## src/rtl/mem_access_stage.sv

```systemverilog
// mem_access_stage: memory stage between EX and WB, drives a word-wide
// data-memory request/ready handshake and returns aligned, extended load data.
//
// Ports:
//   clk, rst_n                 clock, asynchronous active-low reset
//   start                      EX result valid this cycle
//   mem_read, mem_write        load / store (both high is treated as a load)
//   funct3                     access size and signedness
//   alu_result                 effective byte address
//   store_data                 rs2 value
//   stall                      hold the pipeline while an access is pending
//   done                       one-cycle completion pulse
//   load_data                  extended load result, changes only on a completed load
//   fault                      00 none, 01 misaligned, 10 timeout, 11 illegal funct3
//   dmem_req/we/addr/wdata/be  data-memory request
//   dmem_ready, dmem_rdata     data-memory completion and read word
module mem_access_stage #(
    parameter int unsigned TIMEOUT_CYCLES = 255
) (
    input  logic        clk,
    input  logic        rst_n,
    input  logic        start,
    input  logic        mem_read,
    input  logic        mem_write,
    input  logic [2:0]  funct3,
    input  logic [31:0] alu_result,
    input  logic [31:0] store_data,
    output logic        stall,
    output logic        done,
    output logic [31:0] load_data,
    output logic [1:0]  fault,
    output logic        dmem_req,
    output logic        dmem_we,
    output logic [31:0] dmem_addr,
    output logic [31:0] dmem_wdata,
    output logic [3:0]  dmem_be,
    input  logic        dmem_ready,
    input  logic [31:0] dmem_rdata
);
    typedef enum logic [1:0] {IDLE, REQ, RESP} state_t;

    state_t      state, state_nx;
    logic        accept;
    logic        legal;
    logic        misaligned;
    logic [1:0]  fault_nx;
    logic [3:0]  be_nx;
    logic [31:0] wdata_nx;
    logic        timed_out;
    logic [31:0] cnt;
    logic [1:0]  off_q;
    logic [2:0]  f3_q;
    logic        load_q;
    logic [31:0] shifted;
    logic [7:0]  byte_v;
    logic [15:0] half_v;
    logic [31:0] ext;

    // Access decode on the EX-side inputs; only meaningful while accepting.
    always_comb begin
        accept     = (state == IDLE) && start && (mem_read || mem_write);
        legal      = mem_read ? (funct3 inside {3'b000, 3'b001, 3'b010, 3'b100, 3'b101})
                              : (funct3 inside {3'b000, 3'b001, 3'b010});
        misaligned = ((funct3[1:0] == 2'b01) && alu_result[0]) ||
                     ((funct3[1:0] == 2'b10) && (alu_result[1:0] != 2'b00));
        fault_nx   = !legal ? 2'b11 : misaligned ? 2'b01 : 2'b00;
        be_nx      = mem_read                 ? 4'b1111 :
                     (funct3[1:0] == 2'b00)   ? 4'b0001 << alu_result[1:0] :
                     (funct3[1:0] == 2'b01)   ? (alu_result[1] ? 4'b1100 : 4'b0011) :
                                                4'b1111;
        wdata_nx   = (funct3[1:0] == 2'b00) ? {4{store_data[7:0]}} :
                     (funct3[1:0] == 2'b01) ? {2{store_data[15:0]}} :
                                              store_data;
    end

    // Timeout fires on the last allowed REQ cycle; ready on that same edge wins.
    always_comb begin
        timed_out = (TIMEOUT_CYCLES != 0) && (cnt == TIMEOUT_CYCLES - 1);
    end

    // Lane selection and extension of the returned word.
    always_comb begin
        shifted = dmem_rdata >> {off_q, 3'b000};
        byte_v  = shifted[7:0];
        half_v  = off_q[1] ? dmem_rdata[31:16] : dmem_rdata[15:0];
        ext     = (f3_q[1:0] == 2'b00) ? {{24{~f3_q[2] & byte_v[7]}}, byte_v} :
                  (f3_q[1:0] == 2'b01) ? {{16{~f3_q[2] & half_v[15]}}, half_v} :
                                         dmem_rdata;
    end

    always_ff @(posedge clk or negedge rst_n) begin
        if (!rst_n)
            state <= IDLE;
        else
            state <= state_nx;
    end

    always_comb begin
        state_nx = state;
        stall    = 1'b0;
        done     = 1'b0;
        dmem_req = 1'b0;
        case (state)
            IDLE: begin
                stall = accept;
                if (accept)
                    state_nx = (fault_nx == 2'b00) ? REQ : RESP;
            end
            REQ: begin
                stall    = 1'b1;
                dmem_req = 1'b1;
                if (dmem_ready || timed_out)
                    state_nx = RESP;
            end
            RESP: begin
                done     = 1'b1;
                state_nx = IDLE;
            end
            default: state_nx = IDLE;
        endcase
    end

    always_ff @(posedge clk or negedge rst_n) begin
        if (!rst_n) begin
            dmem_addr  <= '0;
            dmem_we    <= 1'b0;
            dmem_be    <= '0;
            dmem_wdata <= '0;
            off_q      <= '0;
            f3_q       <= '0;
            load_q     <= 1'b0;
            fault      <= '0;
            load_data  <= '0;
            cnt        <= '0;
        end else begin
            if (accept)
                fault <= fault_nx;
            if (accept && (fault_nx == 2'b00)) begin
                dmem_addr  <= {alu_result[31:2], 2'b00};
                dmem_we    <= !mem_read;
                dmem_be    <= be_nx;
                dmem_wdata <= wdata_nx;
                off_q      <= alu_result[1:0];
                f3_q       <= funct3;
                load_q     <= mem_read;
            end
            cnt <= (state == REQ) ? cnt + 32'd1 : 32'd0;
            if ((state == REQ) && dmem_ready && load_q)
                load_data <= ext;
            if ((state == REQ) && !dmem_ready && timed_out)
                fault <= 2'b10;
        end
    end
endmodule
```

## config.mk

```make
export PLATFORM = sky130hd
export DESIGN_NAME = mem_access_stage
export DESIGN_NICKNAME = d
export VERILOG_FILES = /design/src/rtl/mem_access_stage.sv
export SDC_FILE = /design/constraint.sdc
export NUM_CORES = 1
export LEC_CHECK = 0
export CORE_MARGIN = 8
export CORE_UTILIZATION = 57
export CTS_CLUSTER_SIZE = 30
export DETAILED_ROUTE_END_ITERATION = 7
export DONT_BUFFER_PORTS = 1
export PLACE_DENSITY = 0.83
export SYNTH_ARGS = -nofsm -noshare
export SYNTH_HDL_FRONTEND = slang
export SYNTH_SLANG_ARGS = --single-unit
```

## constraint.sdc

```tcl
create_clock -name clk -period 1.8 [get_ports clk]
set_input_delay 0.09 -clock clk [delete_from_list [all_inputs] [get_ports clk]]
set_output_delay 0.09 -clock clk [all_outputs]
set_load 0.02 [all_outputs]
```

==> flow_summary.toml <==
[worst_setup_path]
slowest_stage = "or4_4"
worst-path-buf-inv = 0
worstSetupPathType = "reg -> reg"
r2r_end = "cnt[18]"
worstPathCellList = "nand4_4 > or4_4 > or3_2 > a21oi_2"
r2r_start = "cnt[11]"
r2r_setup_slack_ps = -30
r2r_cells = 4
critical_path.endpoint_type = "flip-flop"
critPathMaxFanout = 6
crit_family = "simple AND/OR/NAND/NOR gates"
crit_required_ps = 2150
cp.arrival_ps = 2170
slowest_delay_ps = 590
cp-start-kind = "flip-flop"

[yosys]
ys_seq_elements = 141
synth_top_area_frac = 0.5141
synth_most_common_cell = "dfrtp_1"
synth_cell_types = 53
async_flop_share = 1.000
synthesis.area_mm2 = 0.006863
synth_cells = 593
synthTopCellsByCount = "dfrtp_1, mux2_2, nand3_1, nand2_1, nor2_1"
avgSynthCellArea_um2 = 11.57
synth_enable_flop_cells = 0
yosys_warnings = 0
seq_area_frac_synth = 0.5141
synth_area_leaders = "dfrtp_1, mux2_2, mux2i_1"
synth_ff_type = "dfrtp_1"
yosys.area.top_type = "dfrtp_1"

[clock_network]
clock_sinks = 141
cts_tree = "done"
cts.clk_slew.worst_paths_ps = 60
ctsHoldBuffers = 86
cts_buffers = 17
clock_path_buffers = 2
root_buffer = "clkbuf_16"
htreeDepth = 4
clock_latency_ps = 420

[placement]
port_buffers = 0
dp_hpwl_um = 13120
gp_congestion = 0.8612
post-place-ws_ps = -48.07

[sta]
hold_viol = 141
slew_viol_final = 0
relSlewSlack = 0.2741
fin_ws_ps = -25.05
min_period_over_period = 1.014
period_minus_slack_ps = 1825
setup_viol = 3
setup_tns_ps = -64.32
timing.hold.ws_ps = -627.1
rsz0062_at_grt = "true"
fmax_mhz = 547.9
fin_skew_ps = 9.229
tightest_slew_ps = 1085

[cells_and_area]
syn_to_final_growth_pct = 29.12
n_fill_cell = 735
nets = 815
layout-drive-gt1-share = 0.2829

[drt]
vias = 5643
drt_first_iter_violations = 627
drtAntennaViolNets = 0
post_drt_wl_per_cell_um = 24.64
drc = 0
drt_first_pass_iters = 6
routed_via_density = 6.494
wl_um = 21420

[die]
pin_count = 211
fp.dieW_um = 125.7
rows = 40
die_h_um = 125.7
core_mm2 = 0.01186
initial_core_util = 0.5786
die_area_mm2 = 0.01581

[outcome]
violations = "negative hold slack, negative setup slack"
status = "complete, but fails checks"

[global_routing]
grt_usage = 0.2659
grt_max_degree = 142
grt_overflow_total = 0
grt_pass1_vias = 5842
grt_pass1_wl_um = 33040
antenna_found_initial = 1

[pwr]
p_leak_nw = 3.883
ir_drop_v = 0.0008936
p_per_area_mw_per_mm2 = 1432

[worst_hold_path]
min_path_type = "in -> async"

[run]
max_cap_violations = 0
==> timing repair <==
action | CTS | global route
buffers inserted | 0 | 7
resized for setup | 3 | 23
pin swaps | 0 | 12
endpoints found under the hold margin | 235 | 141
gates cloned | 0 | 2
setup endpoints to repair | 17 | 18
==> placed cells by master, fill, tap and decap left out, types with 3 or more instances in the layout <==
cell | netlist | routed
dfrtp_1 | 141 | 141
mux2_2 | 88 | 88
dlygate4sd3_1 | 0 | 86
nand3_1 | 47 | 46
buf_4 | 2 | 42
nand2_1 | 36 | 36
nor2_1 | 35 | 34
mux2i_1 | 25 | 25
o21ai_0 | 22 | 22
clkbuf_16 | 0 | 17
a21oi_1 | 16 | 14
nand4_1 | 10 | 10
o31ai_1 | 10 | 10
a211oi_1 | 10 | 10
or4_1 | 10 | 9
a21o_1 | 9 | 9
mux4_2 | 8 | 8
o21a_1 | 8 | 8
xor2_1 | 7 | 7
inv_8 | 0 | 7
inv_1 | 6 | 6
nor3_1 | 6 | 6
xnor2_1 | 6 | 6
nand2b_1 | 5 | 5
nor4_1 | 7 | 5
inv_6 | 0 | 4
buf_6 | 5 | 4
or4_4 | 1 | 3
and4_2 | 1 | 3
o21bai_1 | 3 | 3
bufinv_16 | 0 | 3
==> flip-flops by register name (all words and copies together) (netlist names) <==
name and flops:
cnt 32, dmem_wdata 32, load_data 32, dmem_addr 30, dmem_be 4, f3_q 3, fault 2, off_q 2
state 2, dmem_we 1, load_q 1
==> area by class of cell <==
class | count | area (µm²) | share of cell area
well taps | 147 | 183.9 | 0.02076
repair buffers | 134 | 1261 | 0.1423
multi-input cells | 408 | 3224 | 0.3639
clock inverters | 15 | 212.7 | 0.02400
diodes | 1 | 2.502 | 0.0002824
clock buffers | 17 | 425.4 | 0.04801
flip-flops and latches | 141 | 3528 | 0.3982
inverters | 6 | 22.52 | 0.002542
==> per-stage QoR <==
step	area [µm²]	instances	power [W]	utilization
after global placement	7166	741	0.008509	0.6041
after detailed placement	7166	741	0.008677	0.6041
final	8861	869	0.01269	0.7470
after CTS	8681	859	0.01264	0.7319
after global routing	8861	869	0.01319	0.7470
after floorplan	6870	594	0.007903	-
==> how the worst max path moves through the flow <==
stage / start / endpoint / cells after the start
3_3_place_gp: cnt[11] / cnt[23] / 6
4_1_cts: cnt[11] / cnt[19] / 4
2_1_floorplan: cnt[8] / cnt[30] / 5
3_5_place_dp: cnt[11] / cnt[31] / 5
5_1_grt: cnt[13] / cnt[19] / 4
6_report: cnt[11] / cnt[18] / 4
==> logic make-up after synthesis <==
logic type                 Yosys count  synth area share
buffers and inverters               47           0.03610
other                                1         0.0005464
and+or+nand+nor                    178            0.1351
muxes                              121            0.2071
xor gates and xnor gates            13           0.01659
adders and majority gates            2          0.003646
DFF                                141            0.5141
AOI/OAI and AO/OA                   90           0.08678
==> per-layer routing <==
layer,GRT usage,share of wire,vias up
met5,0,0,-
met3,0.1101,0.11,86
met1,0.2924,0.35,2777
li1,-,-,2416
met2,0.4380,0.50,364
met4,0.1304,0.038,0
==> power breakdown <==
group          switching, W  total, W  internal (W)
combinational       0.00101   0.00235       0.00134
sequential          0.00231   0.00657       0.00425
clock               0.00151   0.00377       0.00227
Power figures use the tool's default switching activity.
